==> src/rtl/clock_switch_ctrl.sv <==
// clock_switch_ctrl: hands the fabric clock from the local oscillator to an external PLL clock,
// waiting for the mux switch and PLL lock, with timeouts and a fallback to the local clock.
module clock_switch_ctrl #(
  parameter int SYNC_STAGES  = 2,
  parameter int DONE_TIMEOUT = 1024,
  parameter int GUARD_CYCLES = 4,
  parameter int RST_CYCLES   = 16,
  parameter int LOCK_TIMEOUT = 4096,
  parameter int LOCK_FILTER  = 8
) (
  input  logic       clk,
  input  logic       reset,
  input  logic       start,
  input  logic       switch_done,
  input  logic       c_lock,
  output logic       clk_sel,
  output logic       pll_rst,
  output logic       busy,
  output logic       ext_active,
  output logic       fail,
  output logic [2:0] state
);
  typedef enum logic [2:0] {
    IDLE      = 3'd0,
    WAIT_DONE = 3'd1,
    SELECT    = 3'd2,
    PLL_RST   = 3'd3,
    WAIT_LOCK = 3'd4,
    RUN       = 3'd5,
    FALLBACK  = 3'd6,
    ILLEGAL   = 3'd7
  } state_t;
  localparam logic [12:0] DONE_LAST  = 13'(DONE_TIMEOUT - 1);
  localparam logic [12:0] GUARD_LAST = 13'(GUARD_CYCLES - 1);
  localparam logic [12:0] RST_LAST   = 13'(RST_CYCLES - 1);
  localparam logic [12:0] LOCK_LAST  = 13'(LOCK_TIMEOUT - 1);
  localparam logic [12:0] FILT_FULL  = 13'(LOCK_FILTER);
  state_t st, st_n;
  logic [SYNC_STAGES-1:0] done_sync, lock_sync;
  logic [12:0] cnt, filt;
  logic start_q, done_s, lock_s, rise, enter, filt_full;
  assign done_s    = done_sync[SYNC_STAGES-1];
  assign lock_s    = lock_sync[SYNC_STAGES-1];
  assign rise      = start & ~start_q;
  assign enter     = st_n != st;
  assign filt_full = filt == FILT_FULL;
  assign state     = st;
  // filt counts lock_s=1 streaks in WAIT_LOCK and lock_s=0 streaks in RUN
  always_comb begin
    st_n = IDLE;
    case (st)
      IDLE:      st_n = rise ? WAIT_DONE : IDLE;
      WAIT_DONE: st_n = !start ? IDLE : done_s ? SELECT : (cnt == DONE_LAST) ? FALLBACK : WAIT_DONE;
      SELECT:    st_n = !start ? IDLE : (cnt == GUARD_LAST) ? PLL_RST : SELECT;
      PLL_RST:   st_n = !start ? IDLE : (cnt == RST_LAST) ? WAIT_LOCK : PLL_RST;
      WAIT_LOCK: st_n = !start ? IDLE : filt_full ? RUN : (cnt == LOCK_LAST) ? FALLBACK : WAIT_LOCK;
      RUN:       st_n = filt_full ? FALLBACK : !start ? IDLE : RUN;
      FALLBACK:  st_n = (cnt == RST_LAST) ? IDLE : FALLBACK;
      default:   st_n = IDLE;
    endcase
  end
  // start_q resets high so a start already asserted at reset release is not an edge
  always_ff @(posedge clk or negedge reset) begin
    if (!reset) begin
      st         <= IDLE;
      done_sync  <= '0;
      lock_sync  <= '0;
      start_q    <= 1'b1;
      cnt        <= '0;
      filt       <= '0;
      clk_sel    <= 1'b0;
      pll_rst    <= 1'b0;
      busy       <= 1'b0;
      ext_active <= 1'b0;
      fail       <= 1'b0;
    end else begin
      st         <= st_n;
      done_sync  <= SYNC_STAGES'({done_sync, switch_done});
      lock_sync  <= SYNC_STAGES'({lock_sync, c_lock});
      start_q    <= start;
      cnt        <= enter ? '0 : cnt + 13'd1;
      filt       <= (enter || !(st inside {WAIT_LOCK, RUN}) || (lock_s ^ (st == WAIT_LOCK))) ? '0 : filt + 13'd1;
      clk_sel    <= st_n inside {SELECT, PLL_RST, WAIT_LOCK, RUN};
      pll_rst    <= st_n inside {PLL_RST, FALLBACK};
      busy       <= !(st_n inside {IDLE, RUN});
      ext_active <= st_n == RUN;
      fail       <= (st_n == FALLBACK) ? 1'b1 : (st == IDLE && rise) ? 1'b0 : fail;
    end
  end
endmodule

==> config.mk <==
export PLATFORM = sky130hd
export DESIGN_NAME = clock_switch_ctrl
export DESIGN_NICKNAME = d
export VERILOG_FILES = /design/src/rtl/clock_switch_ctrl.sv
export SDC_FILE = /design/constraint.sdc
export NUM_CORES = 1
export LEC_CHECK = 0
export CAP_MARGIN = 10
export CORE_MARGIN = 10
export CORE_UTILIZATION = 59
export DETAILED_ROUTE_END_ITERATION = 10
export GPL_TIMING_DRIVEN = 0
export PLACE_DENSITY = 0.79
export SYNTH_ARGS = -nofsm -noshare
export SYNTH_HDL_FRONTEND = slang
export SYNTH_SLANG_ARGS = --single-unit
export TNS_END_PERCENT = 20
==> constraint.sdc <==
create_clock -name clk -period 3 [get_ports clk]
set_input_delay 0.45 -clock clk [delete_from_list [all_inputs] [get_ports clk]]
set_output_delay 0.45 -clock clk [all_outputs]
set_load 0.05 [all_outputs]
==> results_dict.tcl <==
set metrics [dict create \
    critPathCaptureType "flop" \
    clock-root-buffer "clkbuf_4" \
    status "completed" \
    power_leakage_nw 1.01 \
    yosysUniqueCellTypes 55 \
    placed_cells 266 \
    arrival_ns 2.99 \
    first_pass_iters 4 \
    dp_hpwl_um 3070 \
    clock-sinks 39 \
    fin_skew_ns 0.0108 \
    area_growth_pct 11.6 \
    layout_min_cycle_time_ns 2.75 \
    reg2reg_to "cnt[0]" \
    die_area_um2 6440 \
    clk_pin_slew_ns 0.11 \
    start_util 0.627 \
    ctsHtreeMaxLevel 2 \
    port-buffer-count 12 \
    synth_top_area_frac 0.444 \
    synth-edff-count 0 \
    clk_latency_ns 0.36 \
    ant_nets 0 \
    hold_viol 0 \
    final_cells 274 \
    nFillCells 262 \
    synth_top_area_cell "dfrtp_1" \
    drc 0 \
    drv_slew 0 \
    grt_max_degree 40 \
    final_layout_size_suffix_gt1_frac 0.215 \
    multi_input_area_um2 1070 \
    coreArea_um2 3420 \
    rsz0062_at_grt "no" \
    antenna_cells 0 \
    p_per_area_nw_per_um2 502 \
    yosys-top-cells-area "dfrtp_1 44%, xnor2_1 6.1%, nor2_2 4.1%" \
    slew_headroom 0.444 \
    nets 235 \
    ir_drop_mv 0.258 \
    reg2regPathDepth 8 \
    synth_nets 216 \
    fin_setup_tns_ns 0 \
    postSynthAreaPerCell_um2 10.3 \
    cts_buffers 5 \
    ys.flop_type "dfrtp_1" \
    critPathRequiredTime_ns 3.24 \
    grt.total_usage 0.143 \
    seq_area_um2 977 \
    hold_ws_ns 0.184 \
    grt_pass1_wl_um 7240 \
    cp_slowest_cell "or4_4" \
    yosysWarnings 0 \
    r2r-start "cnt[0]" \
    grt_antenna_before_repair 0 \
    wl_um 4170 \
    synthCells 208 \
    via_per_inst 5.80 \
    path_class "reg2reg" \
    maxCapViolations 0 \
    die_x_um 80.3 \
    max_freq_mhz 363 \
    slowest_delay_ns 0.54 \
    ys_ff_latch 39 \
    holdCritPathClass "in2async" \
    cp-start-kind "flop" \
    worst_pin_slew_ns 0.833 \
    overflow 0 \
    gp_congestion 0.898 \
    synthArstFlopShare 1.00 \
    fin_crit_sh 0.917 \
    grt_pass1_vias 1581 \
    setup_violations 0 \
    clockBufferDepth 2 \
    die_h_um 80.3 \
    synth-seq-area-share 0.456 \
    crit_chain "ha_1, nand3_1, or4_4, or4_1, o2111a_2, o221ai_4, buf_8, nor3_2" \
    cts_tree "yes" \
    crit_fanout 10 \
    vias 1588 \
    ff2ff_setup_slack_ns 0.25 \
    rows 21 \
    netlist_area_um2 2140 \
    io_pins 13 \
    wl_per_cell_um 15.2 \
    drtIter0Drc 281 \
]
-- logic make-up (layout without fill, tap and decap cells) --
family	Yosys count	count (layout)	share of synthesized area
AOI/OAI and AO/OA	16	16	0.0666
adders and majority gates	3	3	0.0175
xor gates and xnor gates	24	24	0.0981
DFF	39	39	0.456
and+or+nand+nor	109	109	0.311
muxes	1	1	0.00467
buffers and inverters	16	36	0.0456
-- metrics by stage --
step,worst slack (ns),total power [mW],cell area (µm²),util
final,0.248,1.20,2390,0.700
after global routing,0.0201,1.26,2390,0.700
after CTS,0.231,1.21,2380,0.698
after detailed placement,0.197,0.901,2310,0.678
after global placement,0.311,0.888,2320,0.679
after floorplan,0.524,0.820,2140,-
-- worst max-delay path by stage --
stage               depth (start not counted)  startpoint  endpoint  slack (ns)
floorplan                                   8    state[2]   cnt[10]        0.52
global placement                            9       start  filt[12]        0.31
detailed placement                          9       start    cnt[0]        0.20
CTS                                         8      cnt[0]    cnt[0]        0.23
global route                                9     filt[0]   filt[5]        0.02
finish                                      8      cnt[0]    cnt[0]        0.25
-- placed cells by master (no fill, tap or decap), types with 2 or more instances in the layout --
| cell | count |
|---|---|
| dfrtp_1 | 38 |
| nand2_1 | 22 |
| nand3_1 | 16 |
| xnor2_1 | 15 |
| nor2_2 | 14 |
| nor2_1 | 11 |
| clkdlybuf4s50_1 | 11 |
| xor2_1 | 9 |
| inv_1 | 8 |
| nor3_1 | 7 |
| nand4_1 | 6 |
| nor3_2 | 6 |
| clkbuf_4 | 5 |
| clkbuf_1 | 3 |
| o21ai_0 | 3 |
| and3_1 | 3 |
| ha_1 | 3 |
| buf_2 | 2 |
| nand3b_1 | 2 |
| nor4_1 | 2 |
| and4_1 | 2 |
| or4_4 | 2 |
| buf_8 | 2 |
| clkbuf_8 | 2 |
-- power by group --
group / internal (mW) / switching, mW
Clock: 0.138 / 0.169
Combinational: 0.116 / 0.183
Sequential: 0.560 / 0.0333
-- repair_timing --
action,in CTS,in global routing
hold buffers,0,0
resized for setup,0,1
buffers inserted,0,0
endpoints found under the setup margin,0,6
-- final cells by class --
cell class                 instances  share of cell area
timing repair buffer              12              0.0482
inverter                           8              0.0126
buffer                             8              0.0283
multi-input combinational        153               0.449
tap                               46              0.0241
clock buffer                       8              0.0288
sequential                        39               0.409
-- cells in the mapped netlist (3+ instances only) --
library cell	n
nor2_2	14
o21ai_0	3
inv_1	8
dfrtp_1	38
nor3_1	7
xor2_1	9
nand4_1	6
nor2_1	11
nor3_2	6
nand2_1	22
and3_1	3
nand3_1	16
xnor2_1	15
ha_1	3
-- critical path: cells and delay by family, from the launching register on --
family                     cells  cell delay [ns]
AOI/OAI and AO/OA              2             0.51
and+or+nand+nor                4             1.24
DFF                            1             0.41
adders and majority gates      1             0.27
buffers and inverters          1             0.20
-- state kept, by name, summed over array words and instances, names as in the netlist --
signal      flops
busy            1
clk_sel         1
cnt            13
done_sync       2
ext_active      1
fail            1
filt           13
lock_sync       2
pll_rst         1
start_q         1
state           3
-- layer usage --
layer  vias up  share of wire  track usage
li1        771              -            -
met5         -              0            0
met1       759           0.43        0.175
met2        52           0.50        0.229
met4         0          0.016       0.0757
met3         6          0.054       0.0312
No activity file was read; power rests on OpenSTA's default activity.
